File: config.mk
export PLATFORM = sky130hd
export DESIGN_NAME = ram_access_arbiter_flat
export DESIGN_NICKNAME = d
export VERILOG_FILES = /design/src/rtl/ram_access_arbiter_if.sv /design/src/rtl/ram_access_arbiter.sv /design/src/flat_wrapper.sv
export SDC_FILE = /design/constraint.sdc
export NUM_CORES = 1
export LEC_CHECK = 0
export ABC_AREA = 1
export BUFFER_PORTS_ARGS = -buffer_cell sky130_fd_sc_hd__buf_2
export CORE_AREA = 10 10 149 151
export DETAILED_ROUTE_END_ITERATION = 7
export DIE_AREA = 0 0 159 161
export GPL_ROUTABILITY_DRIVEN = 0
export HOLD_SLACK_MARGIN = 0.08
export PLACE_DENSITY = 0.64
export SYNTH_ARGS = -nofsm -noshare
export SYNTH_HDL_FRONTEND = slang
export SYNTH_SLANG_ARGS = --single-unit
File: constraint.sdc
create_clock -name ACLK -period 3.3 [get_ports ACLK]
set_clock_uncertainty 0.15 [all_clocks]
set_input_delay 0.33 -clock ACLK [delete_from_list [all_inputs] [get_ports ACLK]]
set_output_delay 0.33 -clock ACLK [all_outputs]
set_load 0.005 [all_outputs]
File: src/rtl/ram_access_arbiter_if.sv
// Requester and ram_access signal bundle for ram_access_arbiter.
// slave: arbiter side; master: requesters plus the ram_access port.
interface ram_access_arbiter_if #(
    parameter int NREQ = 4
);
    localparam int IW = $clog2(NREQ);

    logic [NREQ-1:0]      REQ;
    logic [NREQ-1:0]      REQ_RW;
    logic [32*NREQ-1:0]   REQ_ADDRESS;
    logic [32*NREQ-1:0]   REQ_WDATA;
    logic [NREQ-1:0]      DONE;
    logic [31:0]          RDATA;
    logic                 ERR;
    logic [IW-1:0]        GRANT_ID;
    logic                 BUSY;
    logic                 FAULT;
    logic                 RW;
    logic [31:0]          ADDRESS;
    logic [31:0]          IN_DATA;
    logic [31:0]          OUT_DATA;
    logic                 ACK;

    modport slave (
        input  REQ, REQ_RW, REQ_ADDRESS, REQ_WDATA, OUT_DATA, ACK,
        output DONE, RDATA, ERR, GRANT_ID, BUSY, FAULT,
        output RW, ADDRESS, IN_DATA
    );

    modport master (
        output REQ, REQ_RW, REQ_ADDRESS, REQ_WDATA, OUT_DATA, ACK,
        input  DONE, RDATA, ERR, GRANT_ID, BUSY, FAULT,
        input  RW, ADDRESS, IN_DATA
    );
endinterface

File: src/rtl/ram_access_arbiter.sv
// Round-robin arbiter sharing one free-running ram_access port.
// Ports: ACLK, ARESETn (sync, active-high), bus (slave modport).
module ram_access_arbiter #(
    parameter int NREQ    = 4,
    parameter int TIMEOUT = 1024
) (
    input logic                 ACLK,
    input logic                 ARESETn,
    ram_access_arbiter_if.slave bus
);
    localparam int IW = $clog2(NREQ);
    localparam int CW = (TIMEOUT > 0) ? $clog2(TIMEOUT + 1) : 1;

    typedef enum logic [2:0] {
        S_IDLE,
        S_GUARD,
        S_WAIT_ACK,
        S_DRAIN,
        S_FAULT
    } state_t;

    state_t          state_q, state_d;
    logic            phase_q, phase_d;
    logic [CW-1:0]   cnt_q, cnt_d;
    logic            timeout_hit;

    logic [IW-1:0]   ptr_q, ptr_d;
    logic [IW-1:0]   gid_q, gid_d;
    logic [NREQ-1:0] done_q, done_d;
    logic            err_q, err_d;
    logic            busy_q;
    logic            fault_q, fault_d;
    logic            rw_q, rw_d;
    logic [31:0]     addr_q, addr_d;
    logic [31:0]     wdata_q, wdata_d;
    logic [31:0]     rdata_q, rdata_d;

    logic            found;
    logic [IW-1:0]   pick;
    logic [IW:0]     idx;
    logic [31:0]     sel_addr;
    logic [31:0]     sel_wdata;

    // First requester at or above the pointer, wrapping at NREQ.
    always_comb begin
        found = 1'b0;
        pick  = '0;
        idx   = '0;
        for (int k = 0; k < NREQ; k++) begin
            idx = {1'b0, ptr_q} + (IW+1)'(k);
            if (idx >= (IW+1)'(NREQ)) begin
                idx = idx - (IW+1)'(NREQ);
            end
            if (!found && bus.REQ[idx[IW-1:0]]) begin
                found = 1'b1;
                pick  = idx[IW-1:0];
            end
        end
    end

    always_comb begin
        sel_addr  = '0;
        sel_wdata = '0;
        for (int i = 0; i < NREQ; i++) begin
            if (pick == IW'(i)) begin
                sel_addr  = bus.REQ_ADDRESS[32*i +: 32];
                sel_wdata = bus.REQ_WDATA[32*i +: 32];
            end
        end
    end

    // ACK in the same cycle as the limit still wins over the timeout.
    assign timeout_hit = (TIMEOUT != 0) && (cnt_q == CW'(TIMEOUT));

    always_ff @(posedge ACLK) begin
        if (ARESETn) begin
            state_q <= S_IDLE;
            phase_q <= 1'b0;
            cnt_q   <= '0;
        end else begin
            state_q <= state_d;
            phase_q <= phase_d;
            cnt_q   <= cnt_d;
        end
    end

    // GUARD and DRAIN each last two cycles, tracked by phase.
    always_comb begin
        state_d = state_q;
        phase_d = 1'b0;
        cnt_d   = '0;
        unique case (state_q)
            S_IDLE: begin
                if (found) state_d = S_GUARD;
            end
            S_GUARD: begin
                if (phase_q) state_d = S_WAIT_ACK;
                else         phase_d = 1'b1;
            end
            S_WAIT_ACK: begin
                if (bus.ACK) begin
                    state_d = S_DRAIN;
                end else if (timeout_hit) begin
                    state_d = S_FAULT;
                end else if (TIMEOUT != 0) begin
                    cnt_d = cnt_q + 1'b1;
                end
            end
            S_DRAIN: begin
                if (phase_q) state_d = S_IDLE;
                else         phase_d = 1'b1;
            end
            S_FAULT: begin
                state_d = S_FAULT;
            end
            default: state_d = S_IDLE;
        endcase
    end

    always_comb begin
        done_d  = '0;
        err_d   = 1'b0;
        rdata_d = rdata_q;
        rw_d    = rw_q;
        addr_d  = addr_q;
        wdata_d = wdata_q;
        gid_d   = gid_q;
        ptr_d   = ptr_q;
        fault_d = fault_q;
        unique case (state_q)
            S_IDLE: begin
                if (found) begin
                    gid_d   = pick;
                    rw_d    = bus.REQ_RW[pick];
                    addr_d  = sel_addr;
                    wdata_d = sel_wdata;
                    ptr_d   = (pick == IW'(NREQ - 1)) ? '0 : pick + 1'b1;
                end
            end
            S_WAIT_ACK: begin
                if (bus.ACK) begin
                    done_d[gid_q] = 1'b1;
                    rdata_d       = rw_q ? 32'h0 : bus.OUT_DATA;
                    rw_d          = 1'b0;
                end else if (timeout_hit) begin
                    done_d[gid_q] = 1'b1;
                    err_d         = 1'b1;
                    rdata_d       = 32'h0;
                    rw_d          = 1'b0;
                    fault_d       = 1'b1;
                end
            end
            default: begin
            end
        endcase
    end

    always_ff @(posedge ACLK) begin
        if (ARESETn) begin
            ptr_q   <= '0;
            gid_q   <= '0;
            done_q  <= '0;
            err_q   <= 1'b0;
            busy_q  <= 1'b0;
            fault_q <= 1'b0;
            rw_q    <= 1'b0;
            addr_q  <= '0;
            wdata_q <= '0;
            rdata_q <= '0;
        end else begin
            ptr_q   <= ptr_d;
            gid_q   <= gid_d;
            done_q  <= done_d;
            err_q   <= err_d;
            busy_q  <= (state_d != S_IDLE);
            fault_q <= fault_d;
            rw_q    <= rw_d;
            addr_q  <= addr_d;
            wdata_q <= wdata_d;
            rdata_q <= rdata_d;
        end
    end

    assign bus.DONE     = done_q;
    assign bus.RDATA    = rdata_q;
    assign bus.ERR      = err_q;
    assign bus.GRANT_ID = gid_q;
    assign bus.BUSY     = busy_q;
    assign bus.FAULT    = fault_q;
    assign bus.RW       = rw_q;
    assign bus.ADDRESS  = addr_q;
    assign bus.IN_DATA  = wdata_q;
endmodule

File: src/flat_wrapper.sv
// flat-port wrapper written by rule: the top's interface ports become plain ports
module ram_access_arbiter_flat 
#(
    parameter int NREQ    = 4,
    parameter int TIMEOUT = 1024
)
  (ACLK, ARESETn, bus_REQ, bus_REQ_RW, bus_REQ_ADDRESS, bus_REQ_WDATA, bus_OUT_DATA, bus_ACK, bus_DONE, bus_RDATA, bus_ERR, bus_GRANT_ID, bus_BUSY, bus_FAULT, bus_RW, bus_ADDRESS, bus_IN_DATA);
  ram_access_arbiter_if #(.NREQ(NREQ)) bus_i ();
  input logic ACLK;
  input logic ARESETn;
  input wire logic [$bits(bus_i.REQ)-1:0] bus_REQ;
  input wire logic [$bits(bus_i.REQ_RW)-1:0] bus_REQ_RW;
  input wire logic [$bits(bus_i.REQ_ADDRESS)-1:0] bus_REQ_ADDRESS;
  input wire logic [$bits(bus_i.REQ_WDATA)-1:0] bus_REQ_WDATA;
  input wire logic [$bits(bus_i.OUT_DATA)-1:0] bus_OUT_DATA;
  input wire logic [$bits(bus_i.ACK)-1:0] bus_ACK;
  output wire logic [$bits(bus_i.DONE)-1:0] bus_DONE;
  output wire logic [$bits(bus_i.RDATA)-1:0] bus_RDATA;
  output wire logic [$bits(bus_i.ERR)-1:0] bus_ERR;
  output wire logic [$bits(bus_i.GRANT_ID)-1:0] bus_GRANT_ID;
  output wire logic [$bits(bus_i.BUSY)-1:0] bus_BUSY;
  output wire logic [$bits(bus_i.FAULT)-1:0] bus_FAULT;
  output wire logic [$bits(bus_i.RW)-1:0] bus_RW;
  output wire logic [$bits(bus_i.ADDRESS)-1:0] bus_ADDRESS;
  output wire logic [$bits(bus_i.IN_DATA)-1:0] bus_IN_DATA;
  assign bus_i.REQ = bus_REQ;
  assign bus_i.REQ_RW = bus_REQ_RW;
  assign bus_i.REQ_ADDRESS = bus_REQ_ADDRESS;
  assign bus_i.REQ_WDATA = bus_REQ_WDATA;
  assign bus_i.OUT_DATA = bus_OUT_DATA;
  assign bus_i.ACK = bus_ACK;
  assign bus_DONE = bus_i.DONE;
  assign bus_RDATA = bus_i.RDATA;
  assign bus_ERR = bus_i.ERR;
  assign bus_GRANT_ID = bus_i.GRANT_ID;
  assign bus_BUSY = bus_i.BUSY;
  assign bus_FAULT = bus_i.FAULT;
  assign bus_RW = bus_i.RW;
  assign bus_ADDRESS = bus_i.ADDRESS;
  assign bus_IN_DATA = bus_i.IN_DATA;
  ram_access_arbiter #(.NREQ(NREQ), .TIMEOUT(TIMEOUT)) u_core (.ACLK(ACLK), .ARESETn(ARESETn), .bus(bus_i));
endmodule
Yosys cells after proc, flatten, opt, wreduce, memory -nomap -nowiden
Cells that the tools add are included.
{"block": "totals", "register_bits": 123, "input_bits": 299}
{"block": "classes", "n_addsub": 9, "mux": 50, "bitwise": 3, "reduce_logical": 21, "order_cmp": 11, "n_eq_ne": 10}
{"operator": "32-bit two-way mux", "n": 11}
{"operator": "2-bit by 3-bit less-than comparator with 1-bit output, second input constant", "n": 6}
{"operator": "2-bit two-way mux", "n": 9}
{"operator": "1-bit two-way mux", "n": 15}
{"operator": "3-bit two-way mux", "n": 5}
{"operator": "3-bit case mux with 5 select lines", "n": 1}
{"operator": "11-bit by 1-bit adder with 11-bit output, second input constant", "n": 1}
{"operator": "11-bit equality test, second input constant", "n": 1}
{"operator": "1-bit binary-select mux with 2-bit select", "n": 5}
{"operator": "3-bit greater-or-equal comparator, second input constant", "n": 3}
{"operator": "4-bit two-way mux", "n": 2}
{"operator": "2-bit by 1-bit subtractor with 2-bit output, second input constant", "n": 4}
{"operator": "2-bit by 2-bit adder with 3-bit output, second input constant", "n": 2}
{"operator": "3-bit by 2-bit equality test with 1-bit output, second input constant", "n": 2}
{"operator": "3-bit AND reduction", "n": 2}
{"operator": "2-bit OR reduction", "n": 3}
{"operator": "2-bit equality test, second input constant", "n": 2}
{"operator": "1-bit logical AND", "n": 4}
{"operator": "2-bit AND reduction", "n": 2}
{"operator": "2-bit nonzero test", "n": 2}
{"operator": "4-bit OR reduction", "n": 1}
{"operator": "2-bit by 1-bit adder with 3-bit output, second input constant", "n": 1}
{"operator": "3-bit by 1-bit equality test with 1-bit output, second input constant", "n": 1}
{"operator": "3-bit equality test, second input constant", "n": 1}
{"operator": "other kinds (14)", "n": 18}

Logic depth before layout (Yosys ltp)
{"block": "logic_depth", "depth_word": 19, "depth_mapped": 19, "ltp_nobuf": 18}

Worst setup path before layout
Ideal clock, no wire load.
{"block": "synth_timing", "path_type": "reg2reg", "from": "reg u_core.ptr_q[0]", "to": "reg u_core.wdata_q[16] (netlist: u_core.bus.IN_DATA[16])", "path_slack_ps": 545, "path_stages_with_launch": 17, "setup_time_ps": 119, "required_ps": 3031, "arrival_ps": 2486, "path_buffers": 4, "period_less_slack_ps": 2755, "path_cell_list": "dfxtp_1 buf_6 nand2_2 nand3_1 nand2_2 nor2_4 nand3_2 nand3_1 inv_1 ha_1 inv_1 clkbuf_1 clkbuf_1 clkbuf_1 nand2_1 o21ai_0 a21oi_1"}
{"block": "synth_between", "elab_chain_len": 19}
{"item": "start, declared", "line_no": "ram_access_arbiter.sv:27", "text": "logic [IW-1:0] ptr_q, ptr_d;"}
{"item": "start signal, assigned", "line_no": "ram_access_arbiter.sv:171", "text": "ptr_q <= ptr_d;"}
{"item": "parallel branches: the longest is 13 deep, another holds 2-bit by 1-bit adder with 3-bit output"}
{"item": "2-bit two-way mux *", "line_no": "ram_access_arbiter.sv:54", "text": "if (!found && bus.REQ[idx[IW-1:0]]) begin"}
{"item": "net u_core.pick[0]", "line_no": "ram_access_arbiter.sv:39", "text": "logic [IW-1:0] pick;"}
{"item": "2-bit logical NOT", "line_no": "ram_access_arbiter.sv:65", "text": "if (pick == IW'(i)) begin"}
{"item": "32-bit two-way mux (3 in series)", "line_no": "ram_access_arbiter.sv:65"}
{"item": "32-bit two-way mux *", "line_no": "ram_access_arbiter.sv:65"}
{"item": "end signal, assigned", "line_no": "ram_access_arbiter.sv:179", "text": "wdata_q <= wdata_d;"}
{"item": "end, declared", "line_no": "ram_access_arbiter.sv:35", "text": "logic [31:0] wdata_q, wdata_d;"}
Mark *: on every way through the listed nets, which the timed path passes. The select of a mux whose other input is x is not followed.
A chain may end at the register's enable or synchronous reset.

Final worst setup path
{"block": "layout_timing", "from": "reg u_core.ptr_q[0]", "to": "reg u_core.wdata_q[5] (netlist: u_core.bus.IN_DATA[5])"}
The elaborated chain is that of the path after synthesis.

==> flow_summary.toml <==
[status]
outcome = "finished, final reports clean"

[min_path]
hold_depth = 3
min_to = "u_core.bus.IN_DATA[18]$_SDFFE_PP0P_"
hold_path_class = "input port to flip-flop"
min_from = "bus_REQ_WDATA[114]"

[global_routing]
grt_first_pass_wirelength_um = 46950
antenna_found_initial = 7
grt_max_degree = 65
track_usage = 0.2245
grt-ovfl-total = 0
first_global_vias = 8269

[place]
dp_hpwl_um = 23050
portBuffers = 404

[sta]
tightest_slew_ns = 0.4972
finalHoldViolCount = 0
slew_violations = 0
finalCriticalPeriod_ns = 2.964
fmax_mhz = 337.4
grt_setup_unrepaired = "false"
relSlewSlack = 0.6685
fin_crit_sh = 0.8981
setup_tns_ns = 0
setup_viol = 0

[worst_setup_path]
worstReg2RegEnd = "u_core.bus.IN_DATA[5]$_SDFFE_PP0P_"
cp.required_ns = 3.48
r2r_start = "u_core.ptr_q[0]$_SDFFE_PP0P_"
path_max_fanout = 32
cp-start-kind = "flip-flop"
reg2reg_depth = 17
crit_type = "flip-flop to flip-flop"
rrSetupSlack_ns = 0.34
crit_arrival_ns = 3.15
setup.worst_path.end_class = "flip-flop"

[logic_synthesis]
postSynthAreaPerCell_sq_um = 6.594
yosys_warnings = 0
syn_area_sq_mm = 0.006614
netlist_instances = 1003
synth_ff_type = "dfxtp_1"
synthTopCellsByCount = "nand2_1, o21ai_0, a21oi_1, dfxtp_1, nand3_1"
synth_edf_count = 0
synthArstFlopShare = 0
syn_nets = 1308
synth-seq-cells = 123
netlist-cell-type-count = 34
yosysSeqAreaShare = 0.3723
synth_area_leaders = "dfxtp_1, o21ai_0, a21oi_1"
yosysTopAreaCell = "dfxtp_1"
netlist.area_leader.share = 0.3723
synthMostInstantiatedCell = "nand2_1"

[die]
core_area_sq_mm = 0.01921
num_rows = 51
ios = 405
dieArea_sq_mm = 0.02560
fp.dieH_um = 161
die_w_um = 159
initial_utilization = 0.3443

[drt]
dr_total_vias = 8584
dr_wl_met2_um = 14780
routedWlPerCell_um = 17.85
routed_wl_um = 30800
ant_nets = 0
vias_per_cell = 4.973
wl_met1_um = 12530
top_layer_used = "met5"
dr_wl_met3_um = 2608
drc = 0
drt_iter0_drc = 640
drt_pass1_iterations = 6

[cells_and_area]
drive_above_1_share = 0.3306
syn2layout_area_growth_pct = 54.35
fillCellCount = 1855
final_nets = 1747

[power_and_ir_drop]
ir_worst_vdd_uv = 1022
p_leak_nw = 5.018
finalPower_w = 0.01203
powerDensity_mw_per_mm2 = 1179

[clock_tree]
clk_pin_slew_ns = 0.06
clock-root-buffer = "clkbuf_16"
insertion_delay_ns = 0.42
tritoncts = "built"
cts_sinks = 123
cts_max_level = 4
post-cts-setup-buffer-count = 0
cts_buffer_depth = 2
cts_made_buffers = 17

[job]
drv_cap = 0
-- registers in the layout (all words and copies together), names as in the netlist, 2 cells and up --
register,count
u_core.bus.GRANT_ID,2
u_core.bus.ADDRESS,32
u_core.cnt_q,11
u_core.bus.IN_DATA,32
u_core.state_q,3
u_core.bus.DONE,4
u_core.ptr_q,2
u_core.bus.RDATA,32
-- what timing repair did --
| item | CTS | global route |
|---|---|---|
| gates resized for setup | 0 | 1 |
| hold buffers | 78 | 0 |
| hold endpoints to repair | 78 | 0 |
| endpoints found under the setup margin | 0 | 2 |
-- through the flow --
step                      instance area (sq um)  hold slack (ns)  cells  worst slack (ns)  utilization
after global placement                     8846           0.2890   1610            0.3572       0.4606
final                                     10210          0.09657   1726            0.3364       0.5315
after floorplan                            6614           0.2902   1003            0.5451            -
after detailed placement                   8846           0.3048   1610            0.2555       0.4606
after global routing                      10210          0.09754   1726           0.09004       0.5315
after CTS                                 10190          0.08015   1720            0.2350       0.5305
-- per-layer routing --
layer / vias to the layer above / track usage
li1: 4325 / -
met1: 3813 / 0.2666
met2: 392 / 0.3672
met3: 52 / 0.07168
met4: 2 / 0.09478
met5: - / 0
-- area by class of cell --
type	instances	area, sq um	area share
clock inverters	12	115.1	0.01128
clock buffers	20	446.7	0.04376
well taps	265	331.6	0.03248
repair buffers	504	3055	0.2993
inverters	39	150.1	0.01471
multi-input cells	757	3632	0.3558
diodes	6	15.01	0.001471
flip-flops and latches	123	2462	0.2412
-- placed cells by master (no fill, tap or decap), types with 2 or more instances in the layout --
cell,netlist,routed
a21oi_1,170,170
a31oi_1,2,2
buf_12,0,7
buf_2,1,404
buf_4,0,15
clkbuf_1,64,2
clkbuf_16,0,17
clkinv_2,0,3
clkinv_4,0,3
clkinvlp_4,0,3
dfxtp_1,123,123
diode_2,0,6
dlygate4sd3_1,0,78
ha_1,6,3
ha_2,0,3
inv_1,34,32
inv_2,3,4
inv_6,0,3
nand2_1,208,208
nand2_2,6,6
nand3_1,111,110
nand3_2,2,3
nand4_1,7,7
nor2_1,28,26
nor2_2,0,2
nor3_1,6,6
nor3b_1,3,3
o21ai_0,194,194
o21ai_1,3,3
-- cell families (layout without fill, tap and decap cells) --
kind of cell,count (synthesis),in the layout,synth area share
and+or+nand+nor,376,376,0.2482
DFF,123,123,0.3723
AOI/OAI and AO/OA,374,374,0.2857
other,0,6,0
xor gates and xnor gates,1,1,0.001324
buffers and inverters,123,575,0.08116
adders and majority gates,6,6,0.01135
-- where the power goes --
part | switching, W | internal [W] | leakage, nW
clock network | 0.000723 | 0.00106 | 0.267
registers | 0.000183 | 0.00187 | 1.01
logic | 0.00521 | 0.00299 | 3.74
total | 0.00612 | 0.00592 | 5.02
-- critical path: stages, from the launching register on --
cell     delay, ns
dfxtp_1       0.42
buf_4         0.18
nand2_2       0.06
nand3_1       0.11
nand2_2       0.09
nor2_4        0.14
nand3_2       0.14
nand3_2       0.17
inv_1         0.08
ha_2          0.20
inv_2         0.23
buf_12        0.23
nand3_1       0.08
nand2_1       0.07
o21ai_0       0.09
nand2_1       0.09
o21ai_0       0.15
a21oi_1       0.18
-- how the worst max path moves through the flow --
stage,start,endpoint,slack [ns],cells past startpoint
final,u_core.ptr_q[0]$_SDFFE_PP0P_,u_core.bus.IN_DATA[5]$_SDFFE_PP0P_,0.34,17
after detailed placement,u_core.ptr_q[0]$_SDFFE_PP0P_,u_core.bus.IN_DATA[5]$_SDFFE_PP0P_,0.26,17
after global placement,u_core.ptr_q[0]$_SDFFE_PP0P_,u_core.bus.IN_DATA[5]$_SDFFE_PP0P_,0.36,17
after global routing,u_core.ptr_q[0]$_SDFFE_PP0P_,u_core.bus.IN_DATA[5]$_SDFFE_PP0P_,0.09,17
after CTS,u_core.ptr_q[0]$_SDFFE_PP0P_,u_core.bus.IN_DATA[5]$_SDFFE_PP0P_,0.24,17
after floorplan,u_core.ptr_q[0]$_SDFFE_PP0P_,u_core.bus.IN_DATA[16]$_SDFFE_PP0P_,0.55,16
Power figures use the tool's default switching activity.
